===== config.mk =====
export PLATFORM = sky130hd
export DESIGN_NAME = barrel_shifter_pipe
export DESIGN_NICKNAME = d
export VERILOG_FILES = /design/src/rtl/bs_pkg.sv /design/src/rtl/bs_stage.sv /design/src/rtl/barrel_shifter_pipe.sv
export SDC_FILE = /design/constraint.sdc
export NUM_CORES = 1
export LEC_CHECK = 0
export BUFFER_PORTS_ARGS = -buffer_cell sky130_fd_sc_hd__buf_2
export CAP_MARGIN = 5
export CORE_ASPECT_RATIO = 0.5
export CORE_MARGIN = 3
export CORE_UTILIZATION = 62
export CTS_BUF_LIST = sky130_fd_sc_hd__clkbuf_16
export CTS_CLUSTER_DIAMETER = 80
export DETAILED_ROUTE_END_ITERATION = 6
export PLACE_DENSITY = 0.94
export SYNTH_ARGS = -nofsm -noshare
export SYNTH_HDL_FRONTEND = slang
export SYNTH_HIERARCHICAL = 1
export SYNTH_SLANG_ARGS = --single-unit

===== constraint.sdc =====
create_clock -name clk -period 2.2 [get_ports clk]
set_input_delay 0.22 -clock clk [delete_from_list [all_inputs] [get_ports clk]]
set_output_delay 0.22 -clock clk [all_outputs]
set_load 0.05 [all_outputs]

===== src/rtl/bs_pkg.sv =====
// ---------------------------------------------------------------------------
// bs_pkg
//   Shared definitions for the pipelined barrel shifter.
//
//   Contents:
//     bs_op_t           2-bit shift/rotate mode
//       BS_SLL  2'b00   logical shift left, zero fill
//       BS_SRL  2'b01   logical shift right, zero fill
//       BS_SRA  2'b10   arithmetic shift right, MSB fill
//       BS_ROR  2'b11   rotate right
//     BS_DEFAULT_WIDTH  default datapath width
//     bs_is_right()     true for the modes that move bits toward bit 0
// ---------------------------------------------------------------------------
package bs_pkg;

    typedef enum logic [1:0] {
        BS_SLL = 2'b00,
        BS_SRL = 2'b01,
        BS_SRA = 2'b10,
        BS_ROR = 2'b11
    } bs_op_t;

    localparam int BS_DEFAULT_WIDTH = 8;

    // Every mode except SLL moves data toward the LSB.
    function automatic logic bs_is_right(input bs_op_t op);
        return (op != BS_SLL);
    endfunction

endpackage : bs_pkg


===== src/rtl/bs_stage.sv =====
// ---------------------------------------------------------------------------
// bs_stage
//   One stage of the pipelined barrel shifter. Applies a fixed shift/rotate
//   of 2**K positions when amount bit K is set, then registers the result
//   together with the amount, the op and a valid flag.
//
//   Parameters:
//     WIDTH  datapath width (power of two, >= 2)
//     SHW    shift-amount width, $clog2(WIDTH)
//     K      stage index; this stage resolves amount bit K
//
//   Ports:
//     clk      in   clock, rising edge
//     rst_n    in   asynchronous active-low reset
//     i_valid  in   upstream word present
//     i_data   in   upstream data
//     i_amt    in   upstream shift amount (full width, bit K used here)
//     i_op     in   upstream mode
//     i_ready  in   the next stage (or the consumer) loads this cycle
//     o_load   out  this stage loads this cycle (its upstream ready)
//     o_valid  out  registered valid
//     o_data   out  registered data
//     o_amt    out  registered shift amount
//     o_op     out  registered mode
// ---------------------------------------------------------------------------
module bs_stage
    import bs_pkg::*;
#(
    parameter int WIDTH = BS_DEFAULT_WIDTH,
    parameter int SHW   = $clog2(WIDTH),
    parameter int K     = 0
) (
    input  logic             clk,
    input  logic             rst_n,
    input  logic             i_valid,
    input  logic [WIDTH-1:0] i_data,
    input  logic [SHW-1:0]   i_amt,
    input  bs_op_t           i_op,
    input  logic             i_ready,
    output logic             o_load,
    output logic             o_valid,
    output logic [WIDTH-1:0] o_data,
    output logic [SHW-1:0]   o_amt,
    output bs_op_t           o_op
);

    localparam int SH = 1 << K;

    logic             r_valid;
    logic [WIDTH-1:0] r_data;
    logic [SHW-1:0]   r_amt;
    bs_op_t           r_op;

    logic [WIDTH-1:0] w_shifted;
    logic [WIDTH-1:0] w_next;
    logic             w_load;

    // Fixed-distance shift/rotate. SRA replicates the MSB of the word as it
    // arrives at this stage; earlier SRA stages already filled with the
    // original sign, so the current MSB always equals it.
    // NOTE: every signal written in always_comb gets a default first, so no
    // path through the case can leave it unassigned and infer a latch.
    always_comb begin
        w_shifted = i_data;
        case (i_op)
            BS_SLL:  w_shifted = {i_data[WIDTH-SH-1:0], {SH{1'b0}}};
            BS_SRL:  w_shifted = {{SH{1'b0}}, i_data[WIDTH-1:SH]};
            BS_SRA:  w_shifted = {{SH{i_data[WIDTH-1]}}, i_data[WIDTH-1:SH]};
            BS_ROR:  w_shifted = {i_data[SH-1:0], i_data[WIDTH-1:SH]};
            default: w_shifted = i_data;
        endcase
    end

    assign w_next = i_amt[K] ? w_shifted : i_data;

    // Load when empty or when the content is taken downstream this cycle;
    // this lets a bubble be squeezed out while the output is stalled.
    assign w_load = !r_valid || i_ready;
    assign o_load = w_load;

    // NOTE: sequential state uses non-blocking assignments so every stage
    // samples its neighbour's pre-edge value and the pipe shifts as one.
    // NOTE: data/amt/op registers are reset too, so out_data reads 0 during
    // and after reset rather than leftover contents.
    always_ff @(posedge clk or negedge rst_n) begin
        if (!rst_n) begin
            r_valid <= 1'b0;
            r_data  <= '0;
            r_amt   <= '0;
            r_op    <= BS_SLL;
        end else if (w_load) begin
            r_valid <= i_valid;
            // Payload only moves with a real word; an empty slot keeps its
            // old (don't-care) payload.
            if (i_valid) begin
                r_data <= w_next;
                r_amt  <= i_amt;
                r_op   <= i_op;
            end
        end
    end

    assign o_valid = r_valid;
    assign o_data  = r_data;
    assign o_amt   = r_amt;
    assign o_op    = r_op;

endmodule : bs_stage


===== src/rtl/barrel_shifter_pipe.sv =====
// ---------------------------------------------------------------------------
// barrel_shifter_pipe
//   Pipelined barrel shifter with valid/ready on both sides. Stage k resolves
//   shift-amount bit k, giving SHW register stages, one word per clock and
//   full backpressure with bubble collapsing.
//
//   Parameters:
//     WIDTH  data width, power of two, >= 2
//     SHW    derived, $clog2(WIDTH): amount width and pipeline depth
//
//   Ports:
//     clk        in   clock, rising edge
//     rst_n      in   asynchronous active-low reset
//     in_valid   in   input word present
//     in_ready   out  input word accepted this cycle if in_valid
//     in_data    in   operand
//     in_amt     in   shift amount, 0..WIDTH-1
//     in_op      in   mode: 00 SLL, 01 SRL, 10 SRA, 11 ROR
//     out_valid  out  result present
//     out_ready  in   consumer takes the result this cycle
//     out_data   out  shifted/rotated result
// ---------------------------------------------------------------------------
module barrel_shifter_pipe
    import bs_pkg::*;
#(
    parameter  int WIDTH = BS_DEFAULT_WIDTH,
    localparam int SHW   = $clog2(WIDTH)
) (
    input  logic             clk,
    input  logic             rst_n,
    input  logic             in_valid,
    output logic             in_ready,
    input  logic [WIDTH-1:0] in_data,
    input  logic [SHW-1:0]   in_amt,
    input  logic [1:0]       in_op,
    output logic             out_valid,
    input  logic             out_ready,
    output logic [WIDTH-1:0] out_data
);

    if (WIDTH < 2 || (WIDTH & (WIDTH - 1)) != 0) begin : g_width_check
        $error("barrel_shifter_pipe: WIDTH must be a power of two >= 2");
    end

    // Index 0 is the pipe input, index k+1 is the register of stage k.
    logic [SHW:0]            w_valid;
    logic [SHW:0][WIDTH-1:0] w_data;
    logic [SHW:0][SHW-1:0]   w_amt;
    bs_op_t                  w_op [SHW+1];

    // w_take[k]: whatever sits downstream of stage k loads this cycle.
    logic [SHW-1:0]          w_take;
    logic [SHW-1:0]          w_load;
    logic                    w_unused;

    assign w_valid[0] = in_valid;
    assign w_data[0]  = in_data;
    assign w_amt[0]   = in_amt;
    assign w_op[0]    = bs_op_t'(in_op);

    // The ready chain is built here from the registered valid bits, walking
    // back from the consumer, so it depends only on out_ready and state and
    // never on in_valid.
    always_comb begin
        w_take = '0;
        w_take[SHW-1] = out_ready;
        for (int k = SHW - 2; k >= 0; k--) begin
            w_take[k] = !w_valid[k+2] || w_take[k+1];
        end
    end

    for (genvar k = 0; k < SHW; k++) begin : g_stage
        bs_stage #(
            .WIDTH (WIDTH),
            .SHW   (SHW),
            .K     (k)
        ) u_stage (
            .clk     (clk),
            .rst_n   (rst_n),
            .i_valid (w_valid[k]),
            .i_data  (w_data[k]),
            .i_amt   (w_amt[k]),
            .i_op    (w_op[k]),
            .i_ready (w_take[k]),
            .o_load  (w_load[k]),
            .o_valid (w_valid[k+1]),
            .o_data  (w_data[k+1]),
            .o_amt   (w_amt[k+1]),
            .o_op    (w_op[k+1])
        );
    end

    assign in_ready  = w_load[0];
    assign out_valid = w_valid[SHW];
    assign out_data  = w_data[SHW];

    // Amount and op are fully consumed by the last stage; their registered
    // copies at the pipe tail (and the inner load flags) have no reader.
    assign w_unused = ^{w_amt[SHW], w_op[SHW], w_load};

endmodule : barrel_shifter_pipe


* Word level (Yosys, flattened, before mapping)
Cells that the tools add are included.
** Storage, ports and cells
- Flip-flop bits (word level) :: 37
- Bits of input ports :: 17
** Operators by class
- Equality and inequality tests :: 9
- Mux-type cells :: 6
- Reductions and logical operators :: 12
** Operators by type and width (number)
- $pmux W8 S4 :: 3
- $mux W8 :: 3
- $eq A2 B2 Y1 const B :: 6
- $eq A2 B1 Y1 const B :: 3
- $logic_not A2 Y1 :: 3
- $reduce_and A2 Y1 :: 3
- $logic_not A1 Y1 :: 3
- $logic_or A1 B1 Y1 :: 3

* Longest topological paths before layout
Gate-level depths: netlist of the first run.
- Depth in word-level cells :: 5
- Gate-level depth with buffers :: 5
- Gate-level depth less buffers :: 4

* Cells and area by module
Netlist of the first run, hierarchy kept.
** Modules (own cells, without submodules)
- bs_stage at g_stage[0].u_stage :: cells each 66, sequential area each 350.3 um2, instances 1, area an instance 744.5 um2
- bs_stage at g_stage[1].u_stage :: cells each 62, sequential area each 350.3 um2, instances 1, area an instance 742.0 um2
- bs_stage at g_stage[2].u_stage :: cells each 62, sequential area each 350.3 um2, instances 1, area an instance 729.4 um2
- barrel_shifter_pipe :: cells each 2, sequential area each 0.0 um2, instances 1, area an instance 13.8 um2

* Worst setup path before layout of the first run
No wires, ideal clock.
- Path kind :: register to register
- Start point :: register g_stage[2].u_stage.r_valid
- End point :: register g_stage[0].u_stage.r_amt[0]
- Data required time :: 2072 ps
- Path buffers :: 1
- Cell stages (with the launch flop) :: 6
- Slack :: 110 ps
- Arrival time :: 1963 ps
- Period minus slack after synthesis :: 2090 ps
- Path through :: dfrtp_1 > nand3b_1 > nand2b_1 > nand2_1 > buf_4 > mux2_1
** On the way
- Cells in the longest elaborated chain, start to end :: 5
** Ends and longest elaborated chain
- from (decl) :: RTL line bs_stage.sv:49 : logic r_valid;
- from (signal assigned) :: RTL line bs_stage.sv:92 : r_valid <= i_valid;
- $logic_not A1 Y1 :: RTL line barrel_shifter_pipe.sv:68 : w_take[k] = !w_valid[k+2] || w_take[k+1];
- $logic_or A1 B1 Y1 (2 in a row) :: RTL line barrel_shifter_pipe.sv:68
- named net w_take[0] :: RTL line barrel_shifter_pipe.sv:52 : logic [SHW-1:0] w_take;
- $logic_or A1 B1 Y1 :: RTL line bs_stage.sv:78 : assign w_load = !r_valid || i_ready;
- named net in_ready :: RTL line barrel_shifter_pipe.sv:32 : output logic in_ready,
- $reduce_and A2 Y1 (no source line)
- to (signal assigned) :: RTL line bs_stage.sv:97 : r_amt <= i_amt;
- to (decl) :: RTL line bs_stage.sv:51 : logic [SHW-1:0] r_amt;
The timed path passes the listed nets, and every way through them passes these cells.
A chain may end at the register's enable or synchronous reset.

* Final worst setup path of the first run
- Start point :: register g_stage[1].u_stage.r_valid
- End point :: register g_stage[0].u_stage.r_data[5]
** On the way
- Cells in the longest elaborated chain, start to end :: 4
** Ends and longest elaborated chain
- from (decl) :: RTL line bs_stage.sv:49
- from (signal assigned) :: RTL line bs_stage.sv:92
- $logic_not A1 Y1 :: RTL line barrel_shifter_pipe.sv:68
- $logic_or A1 B1 Y1 :: RTL line barrel_shifter_pipe.sv:68
- named net w_take[0] :: RTL line barrel_shifter_pipe.sv:52
- $logic_or A1 B1 Y1 :: RTL line bs_stage.sv:78
- $reduce_and A2 Y1 (no source line)
- to (signal assigned) :: RTL line bs_stage.sv:96 : r_data <= w_next;
- to (decl) :: RTL line bs_stage.sv:50 : logic [WIDTH-1:0] r_data;
The timed path passes the listed nets, and every way through them passes these cells.

==> results.json, run 1 <==
{
  "status": "finished clean",
  "tightest_slew_ns": 0.727,
  "cts_tree": "built",
  "die_x_um": 85.1,
  "grt_pass1_wl_um": 7260,
  "gp_congestion": 0.833,
  "routed_wl_um": 4280,
  "post_drt_via_cell_ratio": 6.44,
  "postCtsSetupBuffers": 0,
  "cts_buffer_depth": 2,
  "setup_violations": 0,
  "crit_type": "flop to flop",
  "regToRegSetupSlack_ns": 0.27,
  "startpoint": "g_stage[1].u_stage/o_valid",
  "die_h_um": 45.5,
  "grt.overflow.total": 0,
  "drtIter0Drc": 90,
  "fp.coreArea_mm2": 0.00278,
  "ir_drop_uv": 1090,
  "num_antenna_cells": 0,
  "finalHoldViolations": 0,
  "antenna_found_initial": 0,
  "ff2ff_path_depth": 4,
  "r2r_start": "g_stage[1].u_stage/o_valid",
  "worstPathRequired_ns": 2.35,
  "crit_path_end_kind": "flop",
  "grt_max_degree": 35,
  "slew_headroom_pct": 51.6,
  "place_hpwl_um": 2910,
  "cp_max_fo": 13,
  "final_area_mm2": 0.00214,
  "hold_buffers": 0,
  "start_util_pct": 69.7,
  "cts.sinks": 34,
  "ant_nets": 0,
  "hold_path_class": "input pin to asynchronous set/reset pin",
  "ioPinCount": 27,
  "drc": 0,
  "syn_inst": 176,
  "p_leak_uw": 0.000908,
  "grtUsageTotal_pct": 25.0,
  "fmax_mhz": 519,
  "cts_buffers": 5,
  "drtPass1Iterations": 4,
  "cts_root_buffer": "clkbuf_16",
  "setup_tns_ns": 0,
  "synth_area_mm2": 0.00194,
  "first_global_vias": 1492,
  "synthToLayoutAreaGrowth_pct": 10.6,
  "start_kind": "flop",
  "ys_warn_count": 6,
  "period_share_pct": 87.6,
  "fin_crit_ns": 1.93,
  "vias": 1494,
  "syn_avg_cell_area_um2": 11.0,
  "cp.arrival_ns": 2.07,
  "rows": 13,
  "fin_nets": 212,
  "power_uw": 2540,
  "clock_latency_ns": 0.28,
  "rsz0062_at_grt": "no",
  "die-area_mm2": 0.00388,
  "clkTransAtPathRegs_ns": 0.05,
  "clock_skew_ns": 0.00544,
  "placed_cell_area_mm2": 0.00201,
  "cts_repair_resize_count": 0,
  "finalMaxSlewViolations": 0,
  "port_buffers": 26,
  "power.density_mw_per_mm2": 1180,
  "wire_per_inst_um": 18.4,
  "synthesis.nets": 193,
  "drv_cap": 0,
  "h-tree-depth": 2,
  "drive_gt1_share_pct": 28.2
}
worst max-delay path, stage by stage (launching register included):
cell and delay, ns:
dfrtp_1 0.58, nand3b_1 0.15, nand2b_1 0.25, nand2_1 0.41, mux2_1 0.40
metal layers:
layer | track usage [%] | wire length, µm | share of wire (%)
met5 | 0 | 0 | 0
met4 | 9.46 | 82 | 1.9
met3 | 6.32 | 232 | 5.4
met2 | 46.0 | 2030 | 47
met1 | 29.2 | 1930 | 45
flip-flops by register name, summed over array words and instances, names as in the netlist:
| signal | count |
|---|---|
| g_stage.u_stage/o_data | 24 |
| g_stage.u_stage/o_valid | 3 |
| g_stage.u_stage/o_op | 4 |
| g_stage.u_stage/o_amt | 3 |
worst paths after layout:
check,endpoint
worst min-delay path,g_stage[2].u_stage/o_data[7]
worst min register to register,g_stage[2].u_stage/o_data[5]
max in group asynchronous,g_stage[0].u_stage/o_data[0]
worst max-delay path,g_stage[0].u_stage/o_data[5]
min in group clk,g_stage[0].u_stage/o_amt[2]
worst max register to register,g_stage[0].u_stage/o_data[5]
metrics by stage:
stage	util [%]	std cells	hold slack (ns)	setup slack, ns
after floorplan	-	176	-0.0756	0.119
after global placement	72.2	225	0.300	0.466
after detailed placement	72.2	225	0.311	0.395
after CTS	77.1	232	0.0266	0.306
after global routing	77.1	232	0.0443	0.180
final	77.1	232	0.000366	0.273
layout make-up:
cell class	count	area, µm²
Timing Repair Buffer	26	130
Fill cell	164	637
Inverter	3	11.3
Sequential cell	34	851
Clock inverter	2	10.0
Tap cell	37	46.3
Clock buffer	5	125
Multi-Input combinational cell	125	971
cell usage in the layout, fill, tap and decap left out:
cell type,instances
inv_1,3
nor2_2,1
o211ai_1,8
nor2_1,12
clkinv_2,2
or3b_1,10
nand2b_2,1
a221oi_1,4
a31oi_1,11
mux2_1,10
a2bb2oi_1,3
mux2_2,11
nand2b_1,6
nand2_1,10
o21ai_1,1
mux2_4,6
a21oi_1,7
o21ai_0,9
clkbuf_16,5
and2_1,1
a221oi_2,3
nand3b_1,1
dfrtp_1,34
buf_2,26
o2bb2ai_1,10
report_power, final:
| part | total (µW) | leakage, µW | switching (µW) | internal [µW] |
|---|---|---|---|---|
| clock network | 649 | 0.0000694 | 242 | 408 |
| registers | 1030 | 0.000395 | 226 | 803 |
| logic | 858 | 0.000443 | 515 | 343 |
(Power assumes the default switching activity.)
==> inputs of run 2 (changes only) <==
--- a/config.mk
+++ b/config.mk
@@ -9,11 +9,11 @@
 export CAP_MARGIN = 5
 export CORE_ASPECT_RATIO = 0.5
 export CORE_MARGIN = 3
-export CORE_UTILIZATION = 62
+export CORE_UTILIZATION = 52
 export CTS_BUF_LIST = sky130_fd_sc_hd__clkbuf_16
 export CTS_CLUSTER_DIAMETER = 80
 export DETAILED_ROUTE_END_ITERATION = 6
-export PLACE_DENSITY = 0.94
+export PLACE_DENSITY = 0.85
 export SYNTH_ARGS = -nofsm -noshare
 export SYNTH_HDL_FRONTEND = slang
 export SYNTH_HIERARCHICAL = 1
==> constraint.sdc (replaced) <==
create_clock -name clk -period 1.6 [get_ports clk]
set_input_delay 0.16 -clock clk [delete_from_list [all_inputs] [get_ports clk]]
set_output_delay 0.16 -clock clk [all_outputs]
set_load 0.05 [all_outputs]
==> run 2 against run 1 <==
Compared with the run above: clock skew barely moved; final cell count rose by 6.9%; fmax rose by 33%; critical path depth fell by 1; sequential power rose by 36%; die area rose by 17%; worst setup slack got worse by 0.13 ns; critical path type unchanged; critical endpoint is now g_stage[1].u_stage/o_data[6].
==> results.json, run 2 (synthesis results as in run 1) <==
{
  "clock_latency_ns": 0.27,
  "h-tree-depth": 2,
  "post_drt_via_cell_ratio": 5.80,
  "clock_skew_ns": 0.00548,
  "die-area_mm2": 0.00454,
  "rsz0062_at_grt": "no",
  "regToRegSetupSlack_ns": 0.15,
  "grt_pass1_wl_um": 6960,
  "grtUsageTotal_pct": 19.4,
  "finalHoldViolations": 0,
  "tightest_slew_ns": 0.416,
  "worstPathRequired_ns": 1.75,
  "cts_tree": "built",
  "crit_type": "flop to flop",
  "final_area_mm2": 0.00221,
  "die_h_um": 49.2,
  "setup_tns_ns": 0,
  "critPathTopFamily": "flip-flops",
  "min_from": "in_amt[2]",
  "grt_max_degree": 16,
  "placed_cell_area_mm2": 0.00206,
  "ant_nets": 0,
  "port_buffers": 26,
  "finalMaxSlewViolations": 0,
  "wire_per_inst_um": 16.1,
  "whs_path_depth": 2,
  "vias": 1438,
  "rows": 14,
  "synthToLayoutAreaGrowth_pct": 13.8,
  "die_x_um": 92.4,
  "ioPinCount": 27,
  "crit_path_top_delay_cell": "dfrtp_1",
  "timing.hold.ws_ns": 0.0983,
  "drtIter0Drc": 64,
  "ir_drop_uv": 550,
  "cts.sinks": 34,
  "mostFrequentLayoutCells": "dfrtp_1 (33), buf_2 (26), nor2_1 (12)",
  "drive_gt1_share_pct": 30.5,
  "clkTransAtPathRegs_ns": 0.05,
  "power.density_mw_per_mm2": 1570,
  "status": "finished clean",
  "rr_endpoint": "g_stage[1].u_stage/o_data[6]",
  "grt.overflow.total": 0,
  "r2r_start": "g_stage[0].u_stage/o_op[0]",
  "crit_chain": "mux2_4 > a221oi_2 > o2bb2ai_1",
  "drtPass1Iterations": 4,
  "p_leak_uw": 0.000937,
  "cts_buffers": 5,
  "drc": 0,
  "num_antenna_cells": 0,
  "drv_cap": 0,
  "cts_buffer_depth": 2,
  "gp_congestion": 0.795,
  "fp.coreArea_mm2": 0.00328,
  "slew_headroom_pct": 72.2,
  "start_kind": "flop",
  "fin_nets": 216,
  "stdcell_count": 248,
  "layout_commonest_cell": "dfrtp_1",
  "crit_path_end_kind": "flop",
  "period_share_pct": 90.8,
  "cp_max_fo": 13,
  "cts_root_buffer": "clkbuf_16",
  "largest_reg_flops": 24,
  "fin_crit_ns": 1.45,
  "setup_violations": 0,
  "dp.cells": 239,
  "hold-path-endpoint": "g_stage[0].u_stage/o_amt[2]",
  "hold_path_class": "input pin to flop",
  "place_hpwl_um": 2860,
  "crit_buf_inv": 0,
  "routed_wl_um": 3990,
  "cp.arrival_ns": 1.61,
  "first_global_vias": 1383,
  "antenna_found_initial": 0,
  "start_util_pct": 59.2,
  "ff2ff_path_depth": 3,
  "cpPeakStageDelay_ns": 0.58,
  "fmax_mhz": 688
}
[run 2: changes by cell type in the layout (fill, tap and decap cells not counted)]
cell / before / now
inv_1: 3 / 4
clkinv_2: 2 / 1
buf_4: 0 / 3
nand2b_4: 0 / 1
dfrtp_1: 34 / 33
nand2_1: 10 / 8
nand2_2: 0 / 2
dfrtp_2: 0 / 1
clkinv_1: 0 / 1
dlygate4sd3_1: 0 / 1
nand2b_1: 6 / 5
[run 2: worst max path at each step]
stage | start | to | slack (ns) | cells past startpoint
after global placement | g_stage[2].u_stage/o_valid | g_stage[1].u_stage/o_op[0] | 0.16 | 4
after floorplan | g_stage[2].u_stage/o_valid | g_stage[0].u_stage/o_amt[2] | 0.003 | 5
after detailed placement | g_stage[2].u_stage/o_valid | g_stage[1].u_stage/o_data[4] | 0.10 | 4
final | g_stage[0].u_stage/o_op[0] | g_stage[1].u_stage/o_data[6] | 0.15 | 3
after CTS | g_stage[2].u_stage/o_valid | g_stage[1].u_stage/o_op[1] | 0.07 | 4
after global routing | g_stage[0].u_stage/o_op[0] | g_stage[1].u_stage/o_data[6] | 0.08 | 3
[run 2: through the flow]
step           power, µW  util (%)  setup slack [ns]
2_1_floorplan       2310         -           0.00317
3_3_place_gp        2520      62.8             0.162
3_5_place_dp        2570      62.8             0.102
4_1_cts             3470      67.3            0.0733
5_1_grt             3650      67.4            0.0766
6_report            3470      67.4             0.147
[run 2: routing by layer]
layer  GRT usage [%]  part of all wire, %  vias to the layer above
li1                -                    -                      711
met1            28.2                   51                      683
met2            28.5                   44                       39
met3            4.47                  4.3                        5
met4            6.65                  1.0                        0
met5               0                    0                        -
[run 2: cell type report]
class | instances | area, µm²
clock buffer | 5 | 125
clock inverter | 3 | 12.5
fill | 266 | 1070
inverter | 3 | 11.3
multi-input combinational | 125 | 983
sequential | 34 | 852
tap | 48 | 60.1
timing repair buffer | 30 | 163
[run 2: where the power goes]
| part | internal, µW | switching, µW | leakage, µW |
|---|---|---|---|
| clock network | 561 | 334 | 0.0000724 |
| logic | 482 | 699 | 0.000470 |
| registers | 1100 | 294 | 0.000395 |
[run 2: timing repair]
item	CTS	global route
endpoints found under the hold margin	13	0
buffers inserted	0	0
hold buffers	1	0
endpoints found under the setup margin	0	9
gates resized for setup	0	1
